File: src/rtl/axilite_pkg.sv
// Shared types for the AXI4-Lite command master.
//   resp_t      : AXI BRESP/RRESP encoding
//   mst_state_t : command master sequencing states
//   ADDR_W_DEF / DATA_W_DEF : default bus widths
package axilite_pkg;

   localparam int ADDR_W_DEF = 32;
   localparam int DATA_W_DEF = 32;

   typedef enum logic [1:0] {
      OKAY   = 2'b00,
      EXOKAY = 2'b01,
      SLVERR = 2'b10,
      DECERR = 2'b11
   } resp_t;

   typedef enum logic [2:0] {
      IDLE,
      WR_REQ,
      WR_RESP,
      RD_ADDR,
      RD_DATA,
      RESP
   } mst_state_t;

endpackage

File: src/rtl/axilite_watchdog.sv
// Per-transaction watchdog for the AXI4-Lite command master.
//   clk_sys, rst_b : clock, async active-low reset
//   clr            : restart the count (command accept)
//   en             : count this cycle (transaction in flight)
//   expire         : count has reached TIMEOUT-1 while enabled
// The count saturates at TIMEOUT so a transaction that slips past its
// expiry edge on a same-edge handshake can never wrap and re-trigger.
// TIMEOUT = 0 disables expiry altogether.
module axilite_watchdog #(
   parameter int TIMEOUT = 256
) (
   input  logic clk_sys,
   input  logic rst_b,
   input  logic clr,
   input  logic en,
   output logic expire
);

   localparam int CNT_W = (TIMEOUT > 0) ? $clog2(TIMEOUT + 1) : 1;
   localparam logic [CNT_W-1:0] TERM = CNT_W'(TIMEOUT - 1);
   localparam logic [CNT_W-1:0] SAT  = CNT_W'(TIMEOUT);

   logic [CNT_W-1:0] cnt_q, cnt_d;

   always_comb begin
      cnt_d = cnt_q;
      if (clr) begin
         cnt_d = '0;
      end else if (en && (cnt_q != SAT)) begin
         cnt_d = cnt_q + CNT_W'(1);
      end
   end

   always_ff @(posedge clk_sys or negedge rst_b) begin
      if (!rst_b) begin
         cnt_q <= '0;
      end else begin
         cnt_q <= cnt_d;
      end
   end

   assign expire = (TIMEOUT != 0) && en && (cnt_q == TERM);

endmodule

File: src/rtl/axilite_cmd_master.sv
// Single-outstanding AXI4-Lite master driven by a valid/ready command port.
//   cmd_*   : command in (write/read, addr, wdata, wstrb); cmd_ready = idle
//   rsp_*   : response out (rdata, err, timeout), held until rsp_ready
//   AXI_*   : AXI4-Lite master interface (AW, W, B, AR, R channels)
//
// state   | meaning
// --------+-----------------------------------------------------------
// IDLE    | waiting for a command; cmd_ready high
// WR_REQ  | AWVALID/WVALID up, each drops on its own handshake
// WR_RESP | BREADY held high, waiting for BVALID
// RD_ADDR | ARVALID held until ARREADY
// RD_DATA | RREADY held high, waiting for RVALID
// RESP    | rsp_valid high until rsp_ready
module axilite_cmd_master
   import axilite_pkg::*;
#(
   parameter int ADDR_W  = axilite_pkg::ADDR_W_DEF,
   parameter int DATA_W  = axilite_pkg::DATA_W_DEF,
   parameter int TIMEOUT = 256
) (
   input  logic                AXI_ACLK,
   input  logic                AXI_ARESETN,
   input  logic                cmd_valid,
   output logic                cmd_ready,
   input  logic                cmd_write,
   input  logic [ADDR_W-1:0]   cmd_addr,
   input  logic [DATA_W-1:0]   cmd_wdata,
   input  logic [DATA_W/8-1:0] cmd_wstrb,
   output logic                rsp_valid,
   input  logic                rsp_ready,
   output logic [DATA_W-1:0]   rsp_rdata,
   output logic                rsp_err,
   output logic                rsp_timeout,
   output logic [ADDR_W-1:0]   AXI_AWADDR,
   output logic                AXI_AWVALID,
   input  logic                AXI_AWREADY,
   output logic [DATA_W-1:0]   AXI_WDATA,
   output logic [DATA_W/8-1:0] AXI_WSTRB,
   output logic                AXI_WVALID,
   input  logic                AXI_WREADY,
   input  logic [1:0]          AXI_BRESP,
   input  logic                AXI_BVALID,
   output logic                AXI_BREADY,
   output logic [ADDR_W-1:0]   AXI_ARADDR,
   output logic                AXI_ARVALID,
   input  logic                AXI_ARREADY,
   input  logic [DATA_W-1:0]   AXI_RDATA,
   input  logic [1:0]          AXI_RRESP,
   input  logic                AXI_RVALID,
   output logic                AXI_RREADY
);

   mst_state_t          state_q, state_d;
   logic [ADDR_W-1:0]   addr_q, addr_d;
   logic [DATA_W-1:0]   wdata_q, wdata_d;
   logic [DATA_W/8-1:0] wstrb_q, wstrb_d;
   logic                awvalid_q, awvalid_d, wvalid_q, wvalid_d, bready_q, bready_d;
   logic                arvalid_q, arvalid_d, rready_q, rready_d;
   logic                rsp_valid_q, rsp_valid_d, rsp_err_q, rsp_err_d;
   logic                rsp_timeout_q, rsp_timeout_d;
   logic [DATA_W-1:0]   rsp_rdata_q, rsp_rdata_d;

   logic cmd_acc, wd_en, wd_expire, abort, aw_done, w_done;

   assign cmd_ready = (state_q == IDLE);
   assign cmd_acc   = cmd_valid && cmd_ready;
   assign wd_en     = (state_q == WR_REQ) || (state_q == WR_RESP) ||
                      (state_q == RD_ADDR) || (state_q == RD_DATA);
   // A channel counts as done once its handshake is sampled or was already taken.
   assign aw_done   = !awvalid_q || AXI_AWREADY;
   assign w_done    = !wvalid_q  || AXI_WREADY;

   axilite_watchdog #(.TIMEOUT(TIMEOUT)) u_wd (
      .clk_sys (AXI_ACLK),
      .rst_b   (AXI_ARESETN),
      .clr     (cmd_acc),
      .en      (wd_en),
      .expire  (wd_expire)
   );

   always_comb begin
      state_d       = state_q;
      addr_d        = addr_q;
      wdata_d       = wdata_q;
      wstrb_d       = wstrb_q;
      awvalid_d     = awvalid_q;
      wvalid_d      = wvalid_q;
      bready_d      = bready_q;
      arvalid_d     = arvalid_q;
      rready_d      = rready_q;
      rsp_valid_d   = rsp_valid_q;
      rsp_rdata_d   = rsp_rdata_q;
      rsp_err_d     = rsp_err_q;
      rsp_timeout_d = rsp_timeout_q;
      abort         = 1'b0;

      case (state_q)
         IDLE: begin
            if (cmd_valid) begin
               addr_d  = cmd_addr;
               wdata_d = cmd_wdata;
               wstrb_d = cmd_wstrb;
               if (cmd_write) begin
                  awvalid_d = 1'b1;
                  wvalid_d  = 1'b1;
                  state_d   = WR_REQ;
               end else begin
                  arvalid_d = 1'b1;
                  state_d   = RD_ADDR;
               end
            end
         end
         WR_REQ: begin
            if (aw_done && w_done) begin
               awvalid_d = 1'b0;
               wvalid_d  = 1'b0;
               bready_d  = 1'b1;
               state_d   = WR_RESP;
            end else if (wd_expire) begin
               abort = 1'b1;
            end else begin
               if (AXI_AWREADY) awvalid_d = 1'b0;
               if (AXI_WREADY)  wvalid_d  = 1'b0;
            end
         end
         WR_RESP: begin
            if (AXI_BVALID) begin
               bready_d      = 1'b0;
               rsp_valid_d   = 1'b1;
               rsp_rdata_d   = '0;
               rsp_err_d     = (resp_t'(AXI_BRESP) != OKAY);
               rsp_timeout_d = 1'b0;
               state_d       = RESP;
            end else if (wd_expire) begin
               abort = 1'b1;
            end
         end
         RD_ADDR: begin
            if (AXI_ARREADY) begin
               arvalid_d = 1'b0;
               rready_d  = 1'b1;
               state_d   = RD_DATA;
            end else if (wd_expire) begin
               abort = 1'b1;
            end
         end
         RD_DATA: begin
            if (AXI_RVALID) begin
               rready_d      = 1'b0;
               rsp_valid_d   = 1'b1;
               rsp_rdata_d   = AXI_RDATA;
               rsp_err_d     = (resp_t'(AXI_RRESP) != OKAY);
               rsp_timeout_d = 1'b0;
               state_d       = RESP;
            end else if (wd_expire) begin
               abort = 1'b1;
            end
         end
         RESP: begin
            if (rsp_ready) begin
               rsp_valid_d = 1'b0;
               state_d     = IDLE;
            end
         end
         default: state_d = IDLE;
      endcase

      if (abort) begin
         awvalid_d     = 1'b0;
         wvalid_d      = 1'b0;
         bready_d      = 1'b0;
         arvalid_d     = 1'b0;
         rready_d      = 1'b0;
         rsp_valid_d   = 1'b1;
         rsp_rdata_d   = '0;
         rsp_err_d     = 1'b1;
         rsp_timeout_d = 1'b1;
         state_d       = RESP;
      end
   end

   always_ff @(posedge AXI_ACLK or negedge AXI_ARESETN) begin
      if (!AXI_ARESETN) begin
         state_q       <= IDLE;
         addr_q        <= '0;
         wdata_q       <= '0;
         wstrb_q       <= '0;
         awvalid_q     <= 1'b0;
         wvalid_q      <= 1'b0;
         bready_q      <= 1'b0;
         arvalid_q     <= 1'b0;
         rready_q      <= 1'b0;
         rsp_valid_q   <= 1'b0;
         rsp_rdata_q   <= '0;
         rsp_err_q     <= 1'b0;
         rsp_timeout_q <= 1'b0;
      end else begin
         state_q       <= state_d;
         addr_q        <= addr_d;
         wdata_q       <= wdata_d;
         wstrb_q       <= wstrb_d;
         awvalid_q     <= awvalid_d;
         wvalid_q      <= wvalid_d;
         bready_q      <= bready_d;
         arvalid_q     <= arvalid_d;
         rready_q      <= rready_d;
         rsp_valid_q   <= rsp_valid_d;
         rsp_rdata_q   <= rsp_rdata_d;
         rsp_err_q     <= rsp_err_d;
         rsp_timeout_q <= rsp_timeout_d;
      end
   end

   assign AXI_AWADDR  = addr_q;
   assign AXI_ARADDR  = addr_q;
   assign AXI_WDATA   = wdata_q;
   assign AXI_WSTRB   = wstrb_q;
   assign AXI_AWVALID = awvalid_q;
   assign AXI_WVALID  = wvalid_q;
   assign AXI_BREADY  = bready_q;
   assign AXI_ARVALID = arvalid_q;
   assign AXI_RREADY  = rready_q;
   assign rsp_valid   = rsp_valid_q;
   assign rsp_rdata   = rsp_rdata_q;
   assign rsp_err     = rsp_err_q;
   assign rsp_timeout = rsp_timeout_q;

endmodule
File: config.mk
export PLATFORM = sky130hd
export DESIGN_NAME = axilite_cmd_master
export DESIGN_NICKNAME = d
export VERILOG_FILES = /design/src/rtl/axilite_pkg.sv /design/src/rtl/axilite_watchdog.sv /design/src/rtl/axilite_cmd_master.sv
export SDC_FILE = /design/constraint.sdc
export NUM_CORES = 1
export LEC_CHECK = 0
export BUFFER_PORTS_ARGS = -buffer_cell sky130_fd_sc_hd__buf_4
export CORE_ASPECT_RATIO = 0.6
export CORE_UTILIZATION = 50
export DETAILED_ROUTE_END_ITERATION = 10
export PLACE_DENSITY = 0.85
export SLEW_MARGIN = 40
export SYNTH_ARGS = -nofsm -noshare
export SYNTH_HDL_FRONTEND = slang
export SYNTH_HIERARCHICAL = 1
export SYNTH_SLANG_ARGS = --single-unit
File: constraint.sdc
create_clock -name AXI_ACLK -period 5.33 [get_ports AXI_ACLK]
set_input_delay 0.2665 -clock AXI_ACLK [delete_from_list [all_inputs] [get_ports AXI_ACLK]]
set_output_delay 0.2665 -clock AXI_ACLK [all_outputs]
set_load 0.01 [all_outputs]
==> results.json <==
{
  "clkLatencyLatePin_ns": 0.40,
  "rows": 28,
  "vias_per_cell": 5.41,
  "rsz0062_at_grt": "no",
  "hold_path.class": "input port to flop",
  "critPathArrivalTime_ns": 3.24,
  "routabilityCongestion": 0.904,
  "mostFrequentLayoutCells": "257 x buf_4, 120 x dfrtp_1, 69 x mux2_2, 44 x a21oi_1, 38 x nand2_1",
  "clk_transition_reported_paths_ns": 0.05,
  "syn_area_sq_um": 5380,
  "grt_pass1_wl_mm": 22.6,
  "finalSetupViolCount": 0,
  "grt_overflow": 0,
  "syn_to_final_growth_pct": 42.8,
  "synth.net_count": 575,
  "nNetsFinal": 796,
  "power.density_nw_per_um2": 643,
  "path_cells": "o21ai_0 > nor2b_1 > and2_1 > nand3b_1 > a31oi_4 > buf_16 > a211oi_1",
  "wl_per_cell_um": 18.4,
  "tns_ns": 0,
  "min_period_ns": 3.01,
  "io_pins": 255,
  "place_ws_ns": 2.46,
  "required_ns": 5.56,
  "antenna_cells": 0,
  "cts-buffers-inserted": 17,
  "track_usage_pct": 27.1,
  "ant_nets": 0,
  "drc_errors": 0,
  "drive_above_1_share_pct": 53.6,
  "grt_start_max_net_pins": 82,
  "hold-worst-slack_ns": 0.0661,
  "crit_fanout": 22,
  "die-area_sq_um": 11200,
  "synth_top_area_cell": "dfrtp_1",
  "grt_pass1_vias": 4463,
  "worstSetupEndpointType": "flop",
  "clk_path_buf_depth": 2,
  "tightest_slew_ns": 0.741,
  "root_buffer": "clkbuf_16",
  "clock-sinks": 120,
  "wl_mm": 15.1,
  "status": "completed",
  "vias": 4443,
  "power.leakage_nw": 3.69,
  "post_cts_buffers": 0,
  "slew_viol_final": 0,
  "yosysUniqueCellTypes": 49,
  "start_util_pct": 52.9,
  "drt_iter0_drc": 199,
  "cts_resized": 0,
  "placed_area_sq_um": 7130,
  "ys_ff_latch": 120,
  "ctsHoldBuffers": 1,
  "final_common_cell": "buf_4",
  "fin_cells": 821,
  "path_buf_inv": 1,
  "hold_viol": 0,
  "htree_levels": 4,
  "critical_path.top_delay_family": "compound AO/OA/AOI/OAI gates",
  "vdd_drop_max_mv": 0.390,
  "post-route-period-util_pct": 56.4,
  "numPortBuffers": 254,
  "place_hpwl_mm": 11.0,
  "firstDrtPassIters": 5,
  "cts_tree": "yes",
  "synthCells": 458,
  "cp_slowest_cell": "a31oi_4",
  "post_synth_main_area_contributors": "dfrtp_1 56%, mux2_2 14%, buf_4 5.4%",
  "fmax_mhz": 332,
  "yosys.area.top_type_share_pct": 55.9,
  "skew_ns": 0.00657,
  "antenna_found_initial": 0,
  "die_x_um": 136,
  "maxCapViolCount": 0,
  "worstSetupPathType": "flop to flop",
  "critical_path.startpoint_type": "flop",
  "yosysSeqAreaShare_pct": 55.9,
  "slew-limit-headroom_pct": 50.6,
  "yosysWarnings": 6,
  "avgSynthCellArea_sq_um": 11.7,
  "placed_cells": 794,
  "core_sq_um": 10200,
  "fp.dieH_um": 82.3,
  "max_stage_delay_ns": 0.65,
  "final_area_sq_um": 7680,
  "setup_ws_ns": 2.32
}
## flip-flops by register name, indices dropped and copies added (netlist names)
signal       flops
rsp_rdata       32
AXI_WDATA       32
rsp_err          1
rsp_timeout      1
u_wd/cnt_q       9
AXI_BREADY       1
AXI_WVALID       1
AXI_WSTRB        4
AXI_ARADDR      32
rsp_valid        1
AXI_ARVALID      1
AXI_RREADY       1
AXI_AWVALID      1
state_q          3
## cell type report
type,count,area [sq um]
multi-input cells,272,1960
flip-flops and latches,120,3000
clock buffers,22,484
clock inverters,4,47.5
fillers,698,2480
inverters,7,26.3
well taps,135,169
repair buffers,261,1990
## synthesized netlist by cell type (all sizes together)
cell / count
mux2i: 1
a311oi: 1
a21o: 1
or2: 1
o21bai: 2
o221a: 1
o41a: 1
a2111oi: 1
a31oi: 1
nor3: 4
o32a: 1
ha: 3
nand3: 36
nor2b: 4
buf: 51
dfrtp: 120
clkbuf: 8
inv: 7
nand2: 38
a311o: 1
nor2: 13
nor3b: 4
a31o: 1
o21ai: 10
xor2: 2
a21oi: 45
nand4: 4
nand3b: 2
or4: 2
nand2b: 6
nor4bb: 1
a22oi: 1
or3: 6
mux2: 70
and2: 3
and3: 1
a211oi: 4
## worst reg2reg max path, delay by kind of cell, from the launching register on
| family | cells | cell delay (ns) |
|---|---|---|
| AOI/OAI and AO/OA | 3 | 1.09 |
| buffers and inverters | 1 | 0.23 |
| DFF | 1 | 0.64 |
| and+or+nand+nor | 3 | 0.89 |
## cell families (layout without fill, tap and decap cells)
family / after synthesis / in the layout / synth area share, %
AOI/OAI and AO/OA: 71 / 71 / 8.05
xor gates and xnor gates: 2 / 2 / 0.326
adders and majority gates: 3 / 3 / 0.698
buffers and inverters: 66 / 294 / 7.73
DFF: 120 / 120 / 55.9
muxes: 71 / 71 / 14.9
and+or+nand+nor: 125 / 125 / 12.4
## metal layers
layer  wire length [um]  track usage, %
met5                  0               0
met3               1410            10.0
met2               7570            45.9
met4                249            10.0
met1               5890            32.0
## report_power, final
group | switching, mW | internal [mW] | leakage, nW | total (mW)
registers | 0.366 | 1.36 | 1.49 | 1.72
clock network | 0.363 | 0.672 | 0.262 | 1.03
logic | 0.992 | 1.19 | 1.93 | 2.18
total | 1.72 | 3.21 | 3.69 | 4.93
## path summary, 6_finish.rpt
path / startpoint / end / slack (ns) / depth (start not counted)
max in group asynchronous: AXI_ARESETN / AXI_ARADDR[20] / 3.81 / 3
min: AXI_WREADY / AXI_WVALID / 0.07 / 2
min in group asynchronous: AXI_ARESETN / rsp_rdata[12] / 0.49 / 2
max: state_q[1] / AXI_AWVALID / 2.32 / 7
min reg2reg: rsp_timeout / rsp_timeout / 0.48 / 1
max reg2reg: state_q[1] / AXI_AWVALID / 2.32 / 7
## stage by stage
| step | utilization [%] | total power [mW] |
|---|---|---|
| 2_1_floorplan | - | 2.92 |
| 3_3_place_gp | 69.9 | 3.81 |
| 3_5_place_dp | 70.2 | 3.91 |
| 4_1_cts | 75.6 | 4.97 |
| 5_1_grt | 75.6 | 5.22 |
| 6_report | 75.6 | 4.93 |
Power figures use the tool's default switching activity.
